## config.mk

```make
export PLATFORM = sky130hd
export DESIGN_NAME = box_cmd_rx
export DESIGN_NICKNAME = d
export VERILOG_FILES = /design/src/rtl/box_cmd_rx.sv
export SDC_FILE = /design/constraint.sdc
export NUM_CORES = 1
export LEC_CHECK = 0
export CAP_MARGIN = 5
export CORE_AREA = 4 4 161 163
export CTS_BUF_LIST = sky130_fd_sc_hd__clkbuf_4
export CTS_CLUSTER_SIZE = 20
export DETAILED_ROUTE_END_ITERATION = 7
export DIE_AREA = 0 0 165 167
export GPL_TIMING_DRIVEN = 1
export PLACE_DENSITY = 0.82
export SETUP_SLACK_MARGIN = 0.05
export SKIP_CTS_REPAIR_TIMING = 1
export SLEW_MARGIN = 20
export SYNTH_ARGS = -nofsm -noshare
export SYNTH_HDL_FRONTEND = slang
export SYNTH_SLANG_ARGS = --single-unit
```

## constraint.sdc

```tcl
create_clock -name clk -period 8.7 [get_ports clk]
set_clock_uncertainty 0.15 [all_clocks]
set_input_delay 1.74 -clock clk [delete_from_list [all_inputs] [get_ports clk]]
set_output_delay 1.74 -clock clk [all_outputs]
set_load 0.05 [all_outputs]
```

## src/rtl/box_cmd_rx.sv

```systemverilog
// box_cmd_rx: receives draw-box command packets from the UDP RX byte stream,
// validates them, and double-buffers the decoded boxes (shadow -> pending ->
// active) so new boxes only become visible at a frame boundary.
//
// Packet: MAGIC, n, then n 6-byte big-endian records
//   [47:37] x0, [36:27] y0, [26:16] x1, [15:6] y1, [5:0] {r2,g2,b2}
//
// Ports
//   clk, rst          clock (rgmii_clk), synchronous active-high reset
//   rx_valid/rx_data  one payload byte per cycle
//   rx_data_len       payload length, stable for the whole packet
//   frame_sync        1-cycle frame-start pulse (already in clk domain)
//   start_xs/start_ys/end_xs/end_ys/colors
//                     active box set, box k at [k*W +: W]
//   cmd_ok            pulse: packet accepted into pending
//   cmd_err           pulse: packet rejected
//   err_code          cause of last rejection
//                     (1 magic, 2 count, 3 length, 4 range, 5 timeout)
module box_cmd_rx #(
  parameter int unsigned N_BOX   = 1,
  parameter int unsigned H_ACT   = 1280,
  parameter int unsigned V_ACT   = 720,
  parameter logic [7:0]  MAGIC   = 8'hAB,
  parameter int unsigned TIMEOUT = 4096,
  localparam int unsigned XW = $clog2(H_ACT),
  localparam int unsigned YW = $clog2(V_ACT)
) (
  input  logic                clk,
  input  logic                rst,
  input  logic                rx_valid,
  input  logic [7:0]          rx_data,
  input  logic [15:0]         rx_data_len,
  input  logic                frame_sync,
  output logic [N_BOX*XW-1:0] start_xs,
  output logic [N_BOX*YW-1:0] start_ys,
  output logic [N_BOX*XW-1:0] end_xs,
  output logic [N_BOX*YW-1:0] end_ys,
  output logic [N_BOX*24-1:0] colors,
  output logic                cmd_ok,
  output logic                cmd_err,
  output logic [2:0]          err_code
);

  localparam int unsigned TW = $clog2(TIMEOUT + 1);

  typedef enum logic [2:0] {S_IDLE, S_HDR, S_BOX, S_DRAIN, S_DONE} state_t;
  state_t r_state, w_nxt;

  logic [15:0]         r_cnt;
  logic [7:0]          r_n;
  logic [7:0]          r_idx;
  logic [2:0]          r_bcnt;
  logic [39:0]         r_word;
  logic [2:0]          r_drain_code;
  logic [TW-1:0]       r_idle;
  logic                r_pend;
  logic [N_BOX*XW-1:0] r_sh_sx, r_sh_ex, r_pd_sx, r_pd_ex;
  logic [N_BOX*YW-1:0] r_sh_sy, r_sh_ey, r_pd_sy, r_pd_ey;
  logic [N_BOX*24-1:0] r_sh_col, r_pd_col;

  logic        w_last, w_timeout, w_rec_ok;
  logic        w_fire_err, w_to_drain, w_wr_slot;
  logic [2:0]  w_code, w_err_val;
  logic [47:0] w_rec;
  logic [10:0] w_x0, w_x1;
  logic [9:0]  w_y0, w_y1;
  logic [23:0] w_col;
  logic [16:0] w_need_len;

  // >= rather than == so that lengths 0 and 1 both end the packet at byte 0
  assign w_last     = ({1'b0, r_cnt} + 17'd1) >= {1'b0, rx_data_len};
  assign w_timeout  = !rx_valid && (r_idle == TW'(TIMEOUT - 1));
  assign w_need_len = 17'd2 + 17'(rx_data) * 17'd6;

  assign w_rec = {r_word, rx_data};
  assign w_x0  = w_rec[47:37];
  assign w_y0  = w_rec[36:27];
  assign w_x1  = w_rec[26:16];
  assign w_y1  = w_rec[15:6];
  assign w_col = {{4{w_rec[5:4]}}, {4{w_rec[3:2]}}, {4{w_rec[1:0]}}};
  assign w_rec_ok = (w_x0 <= w_x1) && (32'(w_x1) < H_ACT) &&
                    (w_y0 <= w_y1) && (32'(w_y1) < V_ACT);

  always_comb begin
    w_nxt      = r_state;
    w_code     = '0;
    w_fire_err = 1'b0;
    w_err_val  = '0;
    w_to_drain = 1'b0;
    w_wr_slot  = 1'b0;
    unique case (r_state)
      S_IDLE: begin
        if (rx_valid) begin
          if (rx_data != MAGIC) w_code = 3'd1;
          else if (w_last)      w_code = 3'd3;
          else                  w_nxt  = S_HDR;
        end
      end
      S_HDR: begin
        if (rx_valid) begin
          if (32'(rx_data) > N_BOX)                   w_code = 3'd2;
          else if ({1'b0, rx_data_len} != w_need_len) w_code = 3'd3;
          else if (rx_data == 8'd0)                   w_nxt  = S_DONE;
          else                                        w_nxt  = S_BOX;
        end else if (w_timeout) begin
          w_fire_err = 1'b1;
          w_err_val  = 3'd5;
          w_nxt      = S_IDLE;
        end
      end
      S_BOX: begin
        if (rx_valid) begin
          if (r_bcnt == 3'd5) begin
            if (!w_rec_ok) w_code = 3'd4;
            else begin
              w_wr_slot = 1'b1;
              if (r_idx + 8'd1 == r_n) w_nxt = S_DONE;
            end
          end
        end else if (w_timeout) begin
          w_fire_err = 1'b1;
          w_err_val  = 3'd5;
          w_nxt      = S_IDLE;
        end
      end
      S_DRAIN: begin
        if (rx_valid) begin
          if (w_last) begin
            w_fire_err = 1'b1;
            w_err_val  = r_drain_code;
            w_nxt      = S_IDLE;
          end
        end else if (w_timeout) begin
          w_fire_err = 1'b1;
          w_err_val  = 3'd5;
          w_nxt      = S_IDLE;
        end
      end
      S_DONE:  w_nxt = S_IDLE;
      default: w_nxt = S_IDLE;
    endcase
    // An error on the packet's final byte is reported at once; otherwise the
    // rest of the packet is drained and the error reported at its end.
    if (w_code != '0) begin
      if (w_last) begin
        w_fire_err = 1'b1;
        w_err_val  = w_code;
        w_nxt      = S_IDLE;
      end else begin
        w_to_drain = 1'b1;
        w_nxt      = S_DRAIN;
      end
    end
  end

  always_ff @(posedge clk) begin
    if (rst) begin
      r_state      <= S_IDLE;
      r_cnt        <= '0;
      r_n          <= '0;
      r_idx        <= '0;
      r_bcnt       <= '0;
      r_word       <= '0;
      r_drain_code <= '0;
      r_idle       <= '0;
      r_pend       <= 1'b0;
      r_sh_sx      <= '0;
      r_sh_sy      <= '0;
      r_sh_ex      <= '0;
      r_sh_ey      <= '0;
      r_sh_col     <= '0;
      r_pd_sx      <= '0;
      r_pd_sy      <= '0;
      r_pd_ex      <= '0;
      r_pd_ey      <= '0;
      r_pd_col     <= '0;
      start_xs     <= '0;
      start_ys     <= '0;
      end_xs       <= '0;
      end_ys       <= '0;
      colors       <= '0;
      cmd_ok       <= 1'b0;
      cmd_err      <= 1'b0;
      err_code     <= '0;
    end else begin
      r_state <= w_nxt;
      cmd_ok  <= 1'b0;
      cmd_err <= w_fire_err;
      if (w_fire_err) err_code <= w_err_val;
      if (w_to_drain) r_drain_code <= w_code;

      if (rx_valid || r_state == S_IDLE || r_state == S_DONE) r_idle <= '0;
      else                                                    r_idle <= r_idle + 1'b1;

      if (w_nxt == S_IDLE || w_nxt == S_DONE) r_cnt <= '0;
      else if (rx_valid)                      r_cnt <= r_cnt + 16'd1;

      // Shadow is wiped at every packet start so unused slots end up disabled
      if (r_state == S_IDLE && rx_valid) begin
        r_sh_sx  <= '0;
        r_sh_sy  <= '0;
        r_sh_ex  <= '0;
        r_sh_ey  <= '0;
        r_sh_col <= '0;
        r_idx    <= '0;
        r_bcnt   <= '0;
      end
      if (r_state == S_HDR && rx_valid) r_n <= rx_data;
      if (r_state == S_BOX && rx_valid) begin
        r_word <= w_rec[39:0];
        r_bcnt <= (r_bcnt == 3'd5) ? 3'd0 : r_bcnt + 3'd1;
      end
      if (w_wr_slot) begin
        for (int unsigned k = 0; k < N_BOX; k++) begin
          if (r_idx == 8'(k)) begin
            r_sh_sx[k*XW +: XW]  <= XW'(w_x0);
            r_sh_sy[k*YW +: YW]  <= YW'(w_y0);
            r_sh_ex[k*XW +: XW]  <= XW'(w_x1);
            r_sh_ey[k*YW +: YW]  <= YW'(w_y1);
            r_sh_col[k*24 +: 24] <= w_col;
          end
        end
        r_idx <= r_idx + 8'd1;
      end

      // Commit precedes the DONE load so a coinciding DONE lands in pending
      // and waits for the next frame_sync.
      if (frame_sync && r_pend) begin
        start_xs <= r_pd_sx;
        start_ys <= r_pd_sy;
        end_xs   <= r_pd_ex;
        end_ys   <= r_pd_ey;
        colors   <= r_pd_col;
        r_pend   <= 1'b0;
      end
      if (r_state == S_DONE) begin
        r_pd_sx  <= r_sh_sx;
        r_pd_sy  <= r_sh_sy;
        r_pd_ex  <= r_sh_ex;
        r_pd_ey  <= r_sh_ey;
        r_pd_col <= r_sh_col;
        r_pend   <= 1'b1;
        cmd_ok   <= 1'b1;
      end
    end
  end

endmodule

```

==> qor.yml <==
logic_synthesis:
  synth-seq-cells: 298
  synthDistinctLibCells: 80
  synth_cells: 1680
  synth-seq-area-share_pct: 44.85
  synth_async_sr_flop_share_pct: 0
  syn_nets: 1767
  synth_edf_count: 0
  netlist_area_um2: 13300
  ys.flop_type: "dfxtp_1"
  ys_warn_count: 0
  syn_avg_cell_area_um2: 7.918
setup_path:
  cp.arrival_ns: 6.19
  r2r-end: "r_cnt[1]$_SDFFE_PP0P_"
  reg2reg_slack_ns: 3.81
  cp-startpoint: "rx_data[0]"
  worstPathRequired_ns: 9.06
  startpoint_type: "input pin"
  reg2reg_depth: 18
  cp_max_fo: 17
  r2r-start: "r_cnt[0]$_SDFFE_PP0P_"
  worstSetupPathType: "input pin to flop"
  end_kind: "flop"
placement:
  place_hpwl_mm: 20.73
  post-place-ws_ns: 2.273
  io_buffers: 98
  placed_area_um2: 14300
  post-place-cells: 2007
  place_congestion: 0.9226
drt:
  wl_per_cell_um: 14.27
  drt_iter0_markers: 913
  drt_wl_total_mm: 30.51
  avgViaCountPerCell: 5.476
  first_pass_iters: 7
  antenna_left: 0
  vias: 11710
  route.detailed.drc: 0
hold_path:
  holdPathStages: 2
  min_to: "start_ys[4]$_SDFFE_PP0P_"
  worstHoldPathType: "flop to flop"
  hp-start: "r_pd_sy[4]$_SDFFE_PP0P_"
power_and_ir_drop:
  power_density_nw_per_um2: 179.5
  peakVddDrop_uv: 104.7
  power_mw: 2.736
  p_leak_nw: 5.392
global_route:
  grt_max_degree: 104
  grt_pass1_vias: 11090
  grt_pass1_wl_mm: 51.63
  gr-total-overflow: 0
  grt_use_total_pct: 21.99
  antenna_found_initial: 1
sta:
  setup_viol_count_final: 0
  setup_ws_ns: 2.870
  rsz0062_at_grt: "false"
  finalSetupTns_ns: 0
  whs_ns: 0.2651
  fmax_mhz: 171.5
  finalCritPeriodShare_pct: 67.02
  fin_crit_ns: 5.830
  hold_viol: 0
  worstMarginPinSlew_ns: 1.014
  final-max-slew-violation-count: 0
  max_slew_margin_pct: 32.37
clock_network:
  clk_transition_reported_paths_ns: 0.07
  cts_made_buffers: 75
  cts.sinks: 298
  ctsHtreeMaxLevel: 3
  cts_root_buf: "clkbuf_4"
  ctsLongestPathBuffers: 3
  clk_latency_ns: 0.68
  cts_tree: "done"
layout:
  final_cell_mix: "nand2_1, dfxtp_1, a21oi_1"
  fin_cells: 2139
  drive_gt1_share_pct: 8.545
  final_common_cell: "nand2_1"
  design_area_um2: 15240
  nNetsFinal: 1847
  synthToLayoutAreaGrowth_pct: 14.57
  utilization_pct: 62.66
run:
  cap_violations: 0
floorplanning:
  start_util_pct: 54.69
  die-area_um2: 27560
  ios: 99
  fp-row-count: 57
  fp.dieW_um: 165
  coreArea_um2: 24320
  die_y_um: 167
outcome:
  status: "complete, no violations"
-- synth_stat cells (3+ instances only) --
library cell / instances / area (µm²)
a21o_1: 3 / 22.52
and3_1: 12 / 75.07
o21ai_0: 22 / 110.1
nand2b_1: 10 / 62.56
mux2_2: 3 / 33.78
clkbuf_1: 86 / 322.8
a32oi_1: 3 / 26.28
a211o_1: 5 / 43.79
nand3_1: 62 / 310.3
nor2_1: 60 / 225.2
a211oi_1: 15 / 112.6
o211ai_1: 6 / 45.04
ha_1: 58 / 725.7
o21bai_1: 3 / 22.52
a31oi_1: 8 / 50.05
o21a_1: 6 / 45.04
xnor2_1: 29 / 254.0
inv_1: 57 / 214.0
nand2_1: 481 / 1805
buf_1: 7 / 26.28
buf_6: 7 / 78.83
or3_1: 4 / 25.02
nor3_1: 13 / 65.06
dfxtp_1: 298 / 5966
and2_1: 3 / 18.77
nor2b_1: 5 / 31.28
nand3b_1: 3 / 22.52
xor2_1: 34 / 297.8
nor3b_1: 3 / 22.52
a211oi_2: 9 / 112.6
a21oi_1: 283 / 1416
clkbuf_8: 3 / 41.29
o221ai_1: 4 / 35.03
o31ai_1: 3 / 22.52
nand4_1: 17 / 106.4
-- worst max-delay path: stages --
cell	delay (ns)
clkdlybuf4s50_1	0.69
ha_1	0.28
inv_1	0.07
fa_1	0.41
xor2_1	0.21
nor3_1	0.33
o311ai_0	0.30
a2111oi_0	0.35
o31ai_1	0.12
o21ai_0	0.33
and4_2	0.32
o21ai_1	0.08
a21oi_2	0.78
a211oi_1	0.18
-- where the power goes --
group | internal, mW | switching (mW) | total, mW
Clock | 0.599 | 0.540 | 1.14
Combinational | 0.0696 | 0.143 | 0.213
Sequential | 1.37 | 0.0119 | 1.38
Total | 2.04 | 0.695 | 2.74
-- cell families (layout without fill, tap and decap cells) --
kind of cell | count (synthesis) | in the layout | share of synthesized area [%]
buffers and inverters | 163 | 297 | 5.305
flip-flops | 298 | 298 | 44.85
adder cells (fa/ha/maj) | 59 | 59 | 5.606
other | 0 | 1 | 0
multiplexers | 5 | 5 | 0.4045
AO/OA/AOI/OAI | 400 | 400 | 17.67
XOR/XNOR | 63 | 63 | 4.148
AND/OR/NAND/NOR | 692 | 692 | 22.01
-- cell type report --
| cell class | count | area, µm² |
|---|---|---|
| fill | 2103 | 9080 |
| multi-input combinational | 1219 | 6651 |
| sequential | 298 | 5966 |
| timing repair buffer | 108 | 1060 |
| clock buffer | 100 | 750.7 |
| tap | 324 | 405.4 |
| inverter | 58 | 217.7 |
| clock inverter | 31 | 186.4 |
| antenna | 1 | 2.502 |
-- state kept, by name, summed over array words and instances, names as in the netlist, 10 cells and up --
| name | count |
|---|---|
| r_cnt | 16 |
| end_xs | 11 |
| r_pd_ey | 10 |
| r_pd_sy | 10 |
| r_sh_ey | 10 |
| start_xs | 11 |
| start_ys | 10 |
| r_sh_col | 24 |
| end_ys | 10 |
| r_sh_ex | 11 |
| r_sh_sx | 11 |
| r_idle | 13 |
| r_word | 40 |
| colors | 24 |
| r_pd_ex | 11 |
| r_pd_sx | 11 |
| r_sh_sy | 10 |
| r_pd_col | 24 |
-- worst max path at each step --
stage,end
2_1_floorplan,r_cnt[10]$_SDFFE_PP0P_
3_3_place_gp,r_cnt[4]$_SDFFE_PP0P_
3_5_place_dp,r_cnt[2]$_SDFFE_PP0P_
4_1_cts,r_cnt[1]$_SDFFE_PP0P_
5_1_grt,r_cnt[14]$_SDFFE_PP0P_
6_report,r_cnt[1]$_SDFFE_PP0P_
-- per-layer routing --
layer | GRT usage [%] | wire length [µm] | vias to the layer above
met1 | 29.25 | 13870 | 5516
li1 | - | - | 5872
met5 | 0 | 0 | -
met3 | 4.177 | 1379 | 50
met4 | 8.210 | 646 | 0
met2 | 35.42 | 14620 | 276
(Power assumes the default switching activity.)
